## config.mk

```make
export PLATFORM = sky130hd
export DESIGN_NAME = hv_timing_gen
export DESIGN_NICKNAME = d
export VERILOG_FILES = /design/src/rtl/hv_timing_gen.sv
export SDC_FILE = /design/constraint.sdc
export NUM_CORES = 1
export LEC_CHECK = 0
export BUFFER_PORTS_ARGS = -buffer_cell sky130_fd_sc_hd__buf_2
export CAP_MARGIN = 15
export CORE_ASPECT_RATIO = 1.5
export CORE_MARGIN = 1.5
export CORE_UTILIZATION = 24
export DETAILED_ROUTE_END_ITERATION = 16
export PLACE_DENSITY = 0.43
export RECOVER_POWER = 100
export REMOVE_ABC_BUFFERS = 1
export SYNTH_ARGS = -nofsm -noshare
export SYNTH_HDL_FRONTEND = slang
export SYNTH_SLANG_ARGS = --single-unit
```

## constraint.sdc

```tcl
create_clock -name MCLK -period 3.6 [get_ports MCLK]
set_input_delay 0 -clock MCLK [delete_from_list [all_inputs] [get_ports MCLK]]
set_output_delay 0 -clock MCLK [all_outputs]
set_load 0.03 [all_outputs]
```

## src/rtl/hv_timing_gen.sv

```systemverilog
// Raster timing generator: pixel/line counters, blanking, sync, strobes, field.
// Blanked RGB output is registered on the pixel clock-enable.
module hv_timing_gen #(
    parameter int CW            = 9,
    parameter int RGBW          = 12,
    parameter int H_BLANK_END   = 0,
    parameter int H_BLANK_START = 289,
    parameter int H_SYNC_START  = 311,
    parameter int H_SYNC_END    = 342,
    parameter int H_SKIP_TO     = 471,
    parameter int H_MAX         = 511,
    parameter int V_BLANK_START = 223,
    parameter int V_SYNC_START  = 235,
    parameter int V_SYNC_END    = 242,
    parameter int V_SKIP_TO     = 492,
    parameter int V_MAX         = 511,
    parameter bit HS_POL        = 1'b0,
    parameter bit VS_POL        = 1'b0
) (
    input  logic            MCLK,
    input  logic            RESET,
    input  logic            PCE,
    input  logic [RGBW-1:0] iRGB,
    output logic [CW-1:0]   HPOS,
    output logic [CW-1:0]   VPOS,
    output logic [RGBW-1:0] oRGB,
    output logic            HBLK,
    output logic            VBLK,
    output logic            HSYN,
    output logic            VSYN,
    output logic            LINE_STB,
    output logic            FRAME_STB,
    output logic            FIELD
);

    localparam logic [CW-1:0] HBE = CW'(H_BLANK_END);
    localparam logic [CW-1:0] HBS = CW'(H_BLANK_START);
    localparam logic [CW-1:0] HSS = CW'(H_SYNC_START);
    localparam logic [CW-1:0] HSE = CW'(H_SYNC_END);
    localparam logic [CW-1:0] HSK = CW'(H_SKIP_TO);
    localparam logic [CW-1:0] HMX = CW'(H_MAX);
    localparam logic [CW-1:0] VBS = CW'(V_BLANK_START);
    localparam logic [CW-1:0] VSS = CW'(V_SYNC_START);
    localparam logic [CW-1:0] VSE = CW'(V_SYNC_END);
    localparam logic [CW-1:0] VSK = CW'(V_SKIP_TO);
    localparam logic [CW-1:0] VMX = CW'(V_MAX);

    logic [CW-1:0]   hpos_q, hpos_d;
    logic [CW-1:0]   vpos_q, vpos_d;
    logic [RGBW-1:0] rgb_q, rgb_d;
    logic            hblk_q, hblk_d;
    logic            vblk_q, vblk_d;
    logic            hsyn_q, hsyn_d;
    logic            vsyn_q, vsyn_d;
    logic            lstb_q, lstb_d;
    logic            fstb_q, fstb_d;
    logic            field_q, field_d;

    always_comb begin
        hpos_d  = hpos_q;
        vpos_d  = vpos_q;
        rgb_d   = rgb_q;
        hblk_d  = hblk_q;
        vblk_d  = vblk_q;
        hsyn_d  = hsyn_q;
        vsyn_d  = vsyn_q;
        field_d = field_q;
        lstb_d  = 1'b0;
        fstb_d  = 1'b0;
        if (PCE) begin
            // blanking decision uses the flags as they stood before this edge
            rgb_d  = (hblk_q | vblk_q) ? '0 : iRGB;
            hpos_d = hpos_q + 1'b1;
            unique case (1'b1)
                hpos_q == HBE: hblk_d = 1'b0;
                hpos_q == HBS: hblk_d = 1'b1;
                hpos_q == HSS: hsyn_d = HS_POL;
                hpos_q == HSE: begin
                    hsyn_d = ~HS_POL;
                    hpos_d = HSK;
                end
                hpos_q == HMX: begin
                    hpos_d = '0;
                    lstb_d = 1'b1;
                    vpos_d = vpos_q + 1'b1;
                    unique case (1'b1)
                        vpos_q == VBS: vblk_d = 1'b1;
                        vpos_q == VSS: vsyn_d = VS_POL;
                        vpos_q == VSE: begin
                            vsyn_d = ~VS_POL;
                            vpos_d = VSK;
                        end
                        vpos_q == VMX: begin
                            vblk_d  = 1'b0;
                            vpos_d  = '0;
                            field_d = ~field_q;
                            fstb_d  = 1'b1;
                        end
                        default: ;
                    endcase
                end
                default: ;
            endcase
        end
    end

    always_ff @(posedge MCLK) begin
        if (RESET) begin
            hpos_q  <= '0;
            vpos_q  <= '0;
            rgb_q   <= '0;
            hblk_q  <= 1'b1;
            vblk_q  <= 1'b1;
            hsyn_q  <= ~HS_POL;
            vsyn_q  <= ~VS_POL;
            lstb_q  <= 1'b0;
            fstb_q  <= 1'b0;
            field_q <= 1'b0;
        end else begin
            hpos_q  <= hpos_d;
            vpos_q  <= vpos_d;
            rgb_q   <= rgb_d;
            hblk_q  <= hblk_d;
            vblk_q  <= vblk_d;
            hsyn_q  <= hsyn_d;
            vsyn_q  <= vsyn_d;
            lstb_q  <= lstb_d;
            fstb_q  <= fstb_d;
            field_q <= field_d;
        end
    end

    assign HPOS      = hpos_q;
    assign VPOS      = vpos_q;
    assign oRGB      = rgb_q;
    assign HBLK      = hblk_q;
    assign VBLK      = vblk_q;
    assign HSYN      = hsyn_q;
    assign VSYN      = vsyn_q;
    assign LINE_STB  = lstb_q;
    assign FRAME_STB = fstb_q;
    assign FIELD     = field_q;

endmodule

```

* Yosys cells after proc, flatten, opt, wreduce, memory -nomap -nowiden
Cells that the tools add are included.
** Word-level totals
- Flip-flop bits (word level) :: 37
- Bits in latches :: 0
- RAM bits :: 0
- Memory bits (read-only) :: 0
- Input bits :: 15
- Output and inout port bits :: 37
- Logic and storage cells :: 46
- Memories :: 0
** Operators by class
- Add/subtract/negate cells :: 2
- $mul :: 0
- Divide/modulo/power cells :: 0
- Order comparisons :: 0
- Eq/ne operators :: 8
- Shifts and indexed selects :: 0
- Mux-type cells :: 9
- Bitwise operators :: 4
- Reductions and logical operators :: 13
** Operators with widths (number)
- equality test 9 bit (second input constant) :: 5
- case mux 9 bit (2 select lines) :: 2
- equality test 9 x 8 -> 1 bit (second input constant) :: 3
- adder 9 x 1 -> 9 bit (second input constant) :: 2
- 2-to-1 mux 12 bit :: 1
- zero test 9 bit :: 1
- AND reduction 3 bit :: 3
- case mux 1 bit (2 select lines) :: 4
- nonzero test 2 bit :: 4
- AND reduction 2 bit :: 3
- inverter 1 bit :: 3
- OR reduction 3 bit :: 1
- 2-to-1 mux 1 bit :: 2
- OR reduction 2 bit :: 1
- bitwise OR 1 bit :: 1

* Depth between registers and ports, before layout
Gate-level depths: netlist of run 1.
- Depth after elaboration :: 3
- Gate-level depth with buffers :: 10
- Gate-level depth less buffers :: 9

* Worst setup path after synthesis of run 1
No wires, ideal clock.
- Kind :: register to register
- Start :: register hpos_q[0], in the netlist HPOS[0]
- End :: register vpos_q[7], in the netlist VPOS[7]
- Setup time :: 60 ps
- Arrival :: 2301 ps
- Data required time :: 3540 ps
- Path slack :: 1239 ps
- Stages on the path, launching flop included :: 10
- Buffers on the path :: 0
- Period minus slack after synthesis :: 2361 ps
- Path through :: dfxtp_1 > ha_1 > nand3_1 > nor2_1 > and3_1 > ha_1 > nand2_1 > a2111oi_4 > a31oi_1 > nand2_1
** On the way
- Cells in the longest elaborated chain, start to end :: 2
** Ends and longest elaborated chain
- start, declared :: RTL line 48 : logic [CW-1:0] hpos_q, hpos_d;
- start signal, assigned :: RTL line 120 : hpos_q <= hpos_d;
- equality test 9 bit :: RTL line 82 : hpos_q == HMX: begin
- AND reduction 2 bit (no source line)
- end signal, assigned :: RTL line 121 : vpos_q <= vpos_d;
- end, declared :: RTL line 49 : logic [CW-1:0] vpos_q, vpos_d;
No other way between the ends.
A chain may end at the register's enable or synchronous reset.

* Worst setup path in the final report of run 1
- Start :: register hpos_q[0], in the netlist HPOS[0]
- End :: register vpos_q[3], in the netlist VPOS[3]
Same word-level chain as after synthesis.

==> summary.md, run 1 <==
| Metric | Value |
|---|---|
| Status | `finished, final reports clean` |
| Setup_tns | `0 ns` |
| Largest stage delay, worst path | `0.72 ns` |
| Antenna violations before repair | `0` |
| Yosys Warn Count | `0` |
| Worst Hold Depth | `2` |
| Post-DRT Antenna Nets | `0` |
| Design area | `0.002381 mm2` |
| Core area | `0.007612 mm2` |
| R2R Path End | `VPOS[3]` |
| First-pass GRT wire length | `8680 um` |
| Setup repair after global routing missed its margin | `false` |
| Site Rows | `39` |
| Final period utilization | `84.40%` |
| Initial core utilization | `24.72%` |
| Clk sinks | `37` |
| Flops & latches, synth | `37` |
| Post-place setup slack | `0.7793 ns` |
| Max VDD drop | `0.1601 mV` |
| Via density | `4.840` |
| Busiest grt layer | `met2` |
| CTS max path bufs | `2` |
| Cell family with most CP delay | `simple AND/OR/NAND/NOR gates` |
| Layout cells sized above 1 | `8.759%` |
| RePlAce Congestion | `0.8034` |
| Min-delay src | `RESET` |
| Worst skew pair latency | `0.28 ns` |
| Vias | `1820` |
| Unique cell type count in the Yosys netlist | `46` |
| Dpl cells | `356` |
| Die height | `111.5 um` |
| Vias in the first global route | `1726` |
| DP HPWL | `3580 um` |
| Nets | `296` |
| Worst R2R Path Depth | `9` |
| # Max-Cap Violations | `0` |
| Leak pwr | `0.8555 nW` |
| Wire per inst | `13.98 um` |
| Period minus WS final | `3.038 ns` |
| Crit-path cells | `ha_1 > nand3_1 > nor2_1 > and3_1 > ha_1 > nand2_1 > a2111oi_2 > a31oi_1 > nand2_1` |
| Pre-antenna DRT Iters | `4` |
| Post-synth EDFFs | `0` |
| Root Buffer | `clkbuf_16` |
| Total power | `1.005 mW` |
| I/O Pins | `52` |
| Mapped Area | `0.001882 mm2` |
| CTS tree | `done` |
| Hold Path Sink | `VPOS[0]` |
| CTS Buf Count | `5` |
| Die Wd | `75.30 um` |
| Htree depth | `2` |
| Syn Area/Cell | `8.672 um2` |
| Post-layout utilization of the core | `31.28%` |
| Placed Area | `0.002171 mm2` |
| Met2 GRT Util | `21.81%` |
| Seq/Total Area, Yosys | `39.36%` |
| CP Max Fanout | `14` |
| Total track usage | `13.45%` |
| Final Non-Filler Cells | `376` |
| Hold Path Class | `input pin to flop` |
| Largest net degree at the start of global routing | `36` |
| Buf/Inv on CP | `0` |
| Peak Freq | `329.1 MHz` |
| Predominant post-synthesis flop cell | `dfxtp_1` |
| # diodes | `0` |
| GR Util met3 | `2.896%` |
| Remaining routing DRC violations | `0` |
| Area delta synth->final | `26.53%` |
| Post-route setup slack | `0.5617 ns` |
| Wirelength, routed | `5255 um` |
| R2R setup slack | `0.56 ns` |
| Setup crit end kind | `flop` |
| Syn Inst Count | `217` |
| Final setup viols | `0` |
| # fillers | `888` |
| R2R Path Start | `HPOS[0]` |
| Routing usage on met1 | `16.18%` |
| FFs w/ async S/R, synth | `0%` |
| GRT Residual Overflow | `0` |
| Setup Skew | `0.006653 ns` |
| WP data required | `3.82 ns` |
| Crit path launch type | `flop` |
| Hold WS | `0.2405 ns` |
| Arrival time worst endpoint | `3.26 ns` |
| P per Cell Area | `422.1 mW/mm2` |
| Hold Vio Cnt, Final | `0` |
| Slowest CP cell | `a2111oi_2` |
| CP Class | `flop to flop` |
| Final slew viol count | `0` |
| Worst-Margin Slew | `1.248 ns` |
| Port buffer count | `51` |
| Slew headroom | `16.01%` |
| DR iter-0 viols | `106` |
| Clock-pin slew on the worst setup and hold paths | `0.06 ns` |
| Die area | `0.008392 mm2` |
-- logic make-up after synthesis --
| family | synth area share (%) |
|---|---|
| mux | 0.5319 |
| xor+xnor | 1.862 |
| buf+inv | 6.982 |
| fa+ha+maj | 5.319 |
| simple gates | 25.33 |
| compound gates | 20.61 |
| flops | 39.36 |
-- where the power goes --
part / switching (mW) / total [mW] / internal (mW) / leakage [nW]
sequential: 0.00765 / 0.422 / 0.414 / 0.299
combinational: 0.0377 / 0.0627 / 0.0250 / 0.472
clock: 0.174 / 0.520 / 0.346 / 0.0841
-- final cells by class --
cell class	count	area, um2	share of cell area (%)
Inverter	8	30.03	1.261
Multi-Input combinational cell	157	978.4	41.09
Sequential cell	37	740.7	31.11
Tap cell	102	127.6	5.360
Clock inverter	1	30.03	1.261
Timing Repair Buffer	64	331.6	13.93
Clock buffer	7	142.6	5.991
-- cells in the mapped netlist (3+ instances only) --
cell,count,share of area [%]
dfxtp_1,37,39
nor2_1,30,6.0
nand2_1,18,3.6
a22oi_1,17,6.8
o21ai_0,11,2.9
nor3_1,10,2.7
ha_1,8,5.3
inv_1,8,1.6
clkbuf_1,7,1.4
a21oi_1,6,1.6
a31oi_1,4,1.3
and3_1,4,1.3
buf_6,4,2.4
nand3_1,4,1.1
nand4_1,4,1.3
xor2_1,4,1.9
nor4_1,3,1.0
o22ai_1,3,1.0
-- routing by layer --
layer / up-vias / wire length, um
li1: 904 / -
met2: 48 / 2617
met4: 0 / 152
met5: - / 0
met1: 856 / 2248
met3: 12 / 236
-- cells in the final DEF (no fill, tap or decap), types with 2 or more instances in the layout --
| cell type | netlist | final |
|---|---|---|
| a211o_1 | 2 | 2 |
| a21oi_1 | 6 | 6 |
| a22oi_1 | 17 | 17 |
| a31oi_1 | 4 | 4 |
| and3_1 | 4 | 4 |
| buf_2 | 2 | 13 |
| clkbuf_1 | 7 | 40 |
| clkbuf_16 | 0 | 5 |
| dfxtp_1 | 37 | 37 |
| dlygate4sd3_1 | 0 | 12 |
| ha_1 | 8 | 8 |
| inv_1 | 8 | 8 |
| nand2_1 | 18 | 18 |
| nand2b_1 | 2 | 2 |
| nand3_1 | 4 | 4 |
| nand4_1 | 4 | 4 |
| nand4b_1 | 2 | 2 |
| nor2_1 | 30 | 30 |
| nor3_1 | 10 | 10 |
| nor3b_1 | 2 | 2 |
| nor4_1 | 3 | 4 |
| o21ai_0 | 11 | 11 |
| o22ai_1 | 3 | 3 |
| o41ai_1 | 2 | 2 |
| xor2_1 | 4 | 4 |
-- how the worst max path moves through the flow --
stage | from | endpoint | slack, ns | cells past startpoint
after floorplan | HPOS[0] | VPOS[3] | 1.01 | 9
after global placement | HPOS[0] | VPOS[7] | 0.84 | 9
after detailed placement | HPOS[0] | VPOS[3] | 0.78 | 9
after CTS | HPOS[0] | VPOS[3] | 0.76 | 9
after global routing | HPOS[0] | VPOS[7] | 0.26 | 9
final | HPOS[0] | VPOS[3] | 0.56 | 9
-- state kept, by name, summed over array words and instances, names as in the netlist --
register,count
HPOS,9
VPOS,9
LINE_STB,1
VSYN,1
oRGB,12
HSYN,1
VBLK,1
HBLK,1
FRAME_STB,1
FIELD,1
-- repair_timing --
action                                 4_1_cts  5_1_grt
resized for setup                            0        0
setup buffers                                0        0
hold buffers                                12        0
endpoints found under the hold margin       12        0
(Power assumes the default switching activity.)
==> run 2: changes to the inputs <==
--- a/config.mk
+++ b/config.mk
@@ -5,6 +5,7 @@
 export SDC_FILE = /design/constraint.sdc
 export NUM_CORES = 1
 export LEC_CHECK = 0
+export ABC_AREA = 1
 export BUFFER_PORTS_ARGS = -buffer_cell sky130_fd_sc_hd__buf_2
 export CAP_MARGIN = 15
 export CORE_ASPECT_RATIO = 1.5
==> constraint.sdc (replaced) <==
create_clock -name MCLK -period 2.85 [get_ports MCLK]
set_input_delay 0 -clock MCLK [delete_from_list [all_inputs] [get_ports MCLK]]
set_output_delay 0 -clock MCLK [all_outputs]
set_load 0.03 [all_outputs]
==> run 2 against run 1 <==
  * Sequential cell count unchanged
  * Total power up 30%
  * Synthesized area up 5.5%
  * Highest routed layer unchanged
  * Largest cell class unchanged
  * Via count up 9.8%
  * Critical endpoint is now VPOS[7]
  * Synthesized cell count up 28%
  * Critical path type unchanged
  * Clock power up 24%
==> summary.md, run 2 <==
| Metric | Value |
|---|---|
| Total track usage | `13.16%` |
| WP data required | `3.07 ns` |
| Leading cell types in the layout, fill and taps excluded | `73 x nand2_1, 37 x dfxtp_1, 37 x clkbuf_1, 28 x a21oi_1, 25 x nor2_1` |
| FFs w/ async S/R, synth | `0%` |
| P per Cell Area | `522.3 mW/mm2` |
| Most common cell after layout, fill and taps aside | `nand2_1` |
| Period minus WS final | `2.286 ns` |
| Hold Vio Cnt, Final | `0` |
| Syn Area/Cell | `7.168 um2` |
| Die height | `114.4 um` |
| CP Max Fanout | `15` |
| GR Util met3 | `2.151%` |
| RePlAce Congestion | `0.7827` |
| CTS max path bufs | `2` |
| Hold WS | `0.1222 ns` |
| Setup Skew | `0.003907 ns` |
| Die area | `0.008839 mm2` |
| Root Buffer | `clkbuf_16` |
| Routing usage on met1 | `14.29%` |
| Worst-Margin Slew | `0.7636 ns` |
| Predominant post-synthesis flop cell | `dfxtp_1` |
| Unique cell type count in the Yosys netlist | `31` |
| Layout cells sized above 1 | `10.98%` |
| Final setup viols | `0` |
| CTS tree | `done` |
| Remaining routing DRC violations | `0` |
| Htree depth | `2` |
| # Max-Cap Violations | `0` |
| Post-route setup slack | `0.5638 ns` |
| Post-synth EDFFs | `0` |
| Busiest grt layer | `met2` |
| Setup repair after global routing missed its margin | `false` |
| Worst skew pair latency | `0.28 ns` |
| I/O Pins | `52` |
| Leading area contributor after synthesis | `dfxtp_1` |
| Clk sinks | `37` |
| Flops & latches, synth | `37` |
| Top-area cell type share of the netlist area | `37.30%` |
| Yosys Warn Count | `0` |
| Area delta synth->final | `26.28%` |
| Total power | `1.310 mW` |
| Seq/Total Area, Yosys | `37.30%` |
| Mapped Area | `0.001986 mm2` |
| Status | `finished, final reports clean` |
| Final period utilization | `80.22%` |
| Max VDD drop | `0.2198 mV` |
| Commonest cells post-synth | `73 x nand2_1, 37 x dfxtp_1, 25 x a21oi_1, 23 x nor2_1, 22 x o21ai_0` |
| Count of cells resized by post-cts repair | `0` |
| DR iter-0 viols | `168` |
| Largest net degree at the start of global routing | `26` |
| Placed Area | `0.002301 mm2` |
| CP Class | `flop to flop` |
| Die Wd | `77.27 um` |
| Clock-pin slew on the worst setup and hold paths | `0.06 ns` |
| Peak Freq | `437.4 MHz` |
| Leak pwr | `0.9482 nW` |
| Site Rows | `40` |
| Pre-antenna DRT Iters | `5` |
| Core area | `0.008008 mm2` |
| Setup_tns | `0 ns` |
| Most common cell in the netlist | `nand2_1` |
| Via density | `4.520` |
| Design area | `0.002507 mm2` |
| GRT Residual Overflow | `0` |
| # fillers | `899` |
| Syn Inst Count | `277` |
| First-pass GRT wire length | `9204 um` |
| Top cells by area in the synthesized netlist | `dfxtp_1 37%, nand2_1 14%, a21oi_1 6.3%` |
| Vias | `1998` |
| DP HPWL | `4085 um` |
| Arrival time worst endpoint | `2.50 ns` |
| Vias in the first global route | `1873` |
| Crit path launch type | `flop` |
| Wirelength, routed | `5680 um` |
| Port buffer count | `51` |
| Wire per inst | `12.85 um` |
| Max reg flops | `12` |
| Post-DRT Antenna Nets | `0` |
| Nets | `359` |
| Hold Path Class | `input pin to flop` |
| Slew headroom | `48.91%` |
| Setup crit end kind | `flop` |
| Final slew viol count | `0` |
| CTS Buf Count | `5` |
| Antenna violations before repair | `0` |
| Initial core utilization | `24.80%` |
| Post-place setup slack | `0.7696 ns` |
| # diodes | `0` |
| Met2 GRT Util | `24.74%` |
[run 2: timing repair]
item,CTS,global route
hold endpoints to repair,12,0
hold buffers,12,0
setup buffers,0,0
[run 2: layout make-up]
| type | count | area, um2 | share of cell area, % |
|---|---|---|---|
| clock buffers | 5 | 125.1 | 4.990 |
| clock inverters | 3 | 46.29 | 1.846 |
| inverters | 26 | 97.59 | 3.892 |
| multi-input cells | 202 | 1030 | 41.07 |
| flip-flops and latches | 37 | 740.7 | 29.54 |
| well taps | 105 | 131.4 | 5.240 |
| repair buffers | 64 | 336.6 | 13.42 |
[run 2: routing by layer]
metal,part of all wire [%],vias up
met2,56,41
met4,1.9,0
met5,0,-
met3,3.3,10
li1,-,1016
met1,39,931
[run 2: worst max-delay path: stages, from the launching register on]
cell     delay (ns)
dfxtp_1        0.43
ha_1           0.23
nand2_1        0.07
nor2_1         0.09
nand3_1        0.10
nor2_1         0.11
ha_1           0.24
nand2_4        0.15
nor2_1         0.25
inv_2          0.04
a21oi_1        0.29
nand2_1        0.11
a21oi_2        0.12
[run 2: power breakdown]
part	total, mW	switching, mW	internal, mW
logic	0.118	0.0785	0.0399
registers	0.545	0.0126	0.532
clock network	0.647	0.232	0.414
[run 2: final timing paths]
path	start	to	slack [ns]	depth (start not counted)
worst min-delay path	RESET	VPOS[7]	0.12	2
worst max register to register	HPOS[1]	VPOS[7]	0.56	12
worst min register to register	HSYN	HSYN	0.46	2
worst max-delay path	HPOS[1]	VPOS[7]	0.56	12
[run 2: cells by family (layout without fill, tap and decap cells)]
group                    count (synthesis)  count (layout)  share of synthesized area, %
AND/OR/NAND/NOR                        134             134                         31.76
XOR/XNOR                                 4               4                         1.764
AO/OA/AOI/OAI                           56              56                         15.25
buffers and inverters                   38              98                         8.885
flip-flops                              37              37                         37.30
adder cells (fa/ha/maj)                  8               8                         5.041
[run 2: metrics by stage]
step / util, % / std cells
finish: 31.31 / 442
global route: 31.31 / 442
CTS: 32.38 / 442
detailed placement: 28.73 / 422
global placement: 28.73 / 422
floorplan: - / 265
==> run 3: changes to the inputs <==
==> constraint.sdc (replaced) <==
create_clock -name MCLK -period 2.25 [get_ports MCLK]
set_input_delay 0 -clock MCLK [delete_from_list [all_inputs] [get_ports MCLK]]
set_output_delay 0 -clock MCLK [all_outputs]
set_load 0.03 [all_outputs]
==> run 3 against run 2 <==
  * Routed wire length is 2.0% higher
  * Clock skew shrank 0.00094 ns
  * Sequential share of layout area fell by 0.51 points
  * Combinational power grew 33%
  * First-iteration DRC count down 48%
  * Cell count up 1.1%
  * Count of clock-buffer cells in the layout increased by 1
  * Via count grew 0.20%
  * Clock power up 11%
==> summary.md, run 3 (synthesis results as in run 2) <==
| Metric | Value |
|---|---|
| Crit path launch type | `flop` |
| # fillers | `902` |
| Initial core utilization | `24.80%` |
| Site Rows | `40` |
| Max VDD drop | `0.3166 mV` |
| Status | `finished, final reports clean` |
| Final slew viol count | `0` |
| Root Buffer | `clkbuf_16` |
| R2R setup slack | `0.22 ns` |
| Worst skew pair latency | `0.28 ns` |
| Setup_tns | `0 ns` |
| Htree depth | `2` |
| Seq. cell area | `742.0 um2` |
| Period minus WS final | `2.028 ns` |
| Largest stage delay, worst path | `0.39 ns` |
| Placed Area | `0.002338 mm2` |
| Total track usage | `13.34%` |
| Clk sinks | `37` |
| DR iter-0 viols | `88` |
| CP Max Fanout | `15` |
| Multi-input gate area | `0.001056 mm2` |
| Remaining routing DRC violations | `0` |
| CTS max path bufs | `2` |
| CTS tree | `done` |
| First-pass GRT wire length | `9252 um` |
| Layout cells sized above 1 | `14.33%` |
| Leak pwr | `0.9758 nW` |
| CTS Buf Count | `5` |
| CP Class | `flop to flop` |
| Setup repair after global routing missed its margin | `false` |
| Crit-path cells | `ha_1 > nand2_1 > nor2_1 > nand3_1 > nor2_1 > ha_2 > nand2_4 > inv_2 > nand3_2 > nand2_1 > inv_1 > a21oi_2` |
| # diodes | `0` |
| Setup Fix Bufs, Post-CTS | `0` |
| WP data required | `2.47 ns` |
| Wire per inst | `12.96 um` |
| Design area | `0.002556 mm2` |
| I/O Pins | `52` |
| # Max-Cap Violations | `0` |
| Hold Path Class | `input pin to flop` |
| Vias in the first global route | `1913` |
| Arrival time worst endpoint | `2.24 ns` |
| Setup Skew | `0.002963 ns` |
| RePlAce Congestion | `0.8360` |
| Antenna violations before repair | `0` |
| Die height | `114.4 um` |
| Slew headroom | `49.24%` |
| Area delta synth->final | `28.73%` |
| Die Wd | `77.27 um` |
| Post-layout utilization of the core | `31.92%` |
| Slowest CP cell | `dfxtp_1` |
| Hold Vio Cnt, Final | `0` |
| Wirelength, routed | `5794 um` |
| Nets | `364` |
| Peak Freq | `493.2 MHz` |
| Clock-pin slew on the worst setup and hold paths | `0.06 ns` |
| Vias | `2002` |
| Final period utilization | `90.12%` |
| Port buffer count | `51` |
| Final setup viols | `0` |
| Dpl cells | `427` |
| Leading cell types in the layout, fill and taps excluded | `73 x nand2_1, 36 x dfxtp_1, 35 x clkbuf_1, 25 x nor2_1, 25 x a21oi_1` |
| Max reg flops | `12` |
| Largest net degree at the start of global routing | `37` |
| DP HPWL | `4091 um` |
| Final Non-Filler Cells | `447` |
| Core area | `0.008008 mm2` |
| Most common cell after layout, fill and taps aside | `nand2_1` |
| Via density | `4.479` |
| Post-DRT Antenna Nets | `0` |
| P per Cell Area | `610.0 mW/mm2` |
| Hold WS | `0.1393 ns` |
| Pre-antenna DRT Iters | `4` |
| Die area | `0.008839 mm2` |
| Worst-Margin Slew | `0.7587 ns` |
| GRT Residual Overflow | `0` |
| Setup crit end kind | `flop` |
-- run 3: cell count changes in the layout (fill, tap and decap cells not counted), sizes merged --
| cell | change |
|---|---|
| clkbuf | -1 |
| buf | +7 |
| bufinv | -1 |
| clkinv | +1 |
| clkinvlp | -1 |
-- run 3: power breakdown --
part	total, mW	internal [mW]	switching, mW
clock	0.715	0.441	0.274
sequential	0.687	0.674	0.0129
combinational	0.157	0.0528	0.104
total	1.56	1.17	0.391
-- run 3: path summary, 6_finish.rpt --
| check | startpoint | to | cells past startpoint |
|---|---|---|---|
| max | HPOS[0] | VPOS[7] | 12 |
| min | RESET | VPOS[3] | 2 |
| max reg2reg | HPOS[0] | VPOS[7] | 12 |
| min reg2reg | HSYN | HSYN | 2 |
-- run 3: cell type report --
| class | count | area share [%] |
|---|---|---|
| multi-input cells | 202 | 41.31 |
| inverters | 26 | 3.818 |
| clock inverters | 2 | 0.5384 |
| repair buffers | 69 | 14.73 |
| well taps | 105 | 5.140 |
| flip-flops and latches | 37 | 29.03 |
| clock buffers | 6 | 5.433 |
-- run 3: metrics by stage --
| stage | setup WS [ns] | power, mW |
|---|---|---|
| 5_1_grt | 0.005301 | 1.631 |
| 2_1_floorplan | 0.1671 | 0.7812 |
| 4_1_cts | 0.1524 | 1.593 |
| 3_3_place_gp | 0.2444 | 0.8466 |
| 6_report | 0.2223 | 1.559 |
| 3_5_place_dp | 0.1860 | 0.8475 |
-- run 3: critical path, delay by kind of cell (launching register included) --
family,cells,cell delay (ns)
AND/OR/NAND/NOR,7,0.81
adder cells (fa/ha/maj),2,0.45
flip-flops,1,0.39
buffers and inverters,2,0.22
AO/OA/AOI/OAI,1,0.11
-- run 3: layer usage --
metal  vias up  wire (um)  track usage, %
li1       1030          -               -
met1       929       2417           15.07
met2        39       3128           24.44
met3         4        171           2.231
met4         0         76           5.697
met5         -          0               0
-- run 3: timing repair --
action	CTS	global route
gates resized for setup	0	3
setup endpoints to repair	0	6
endpoints found under the hold margin	12	0
hold buffers	12	0
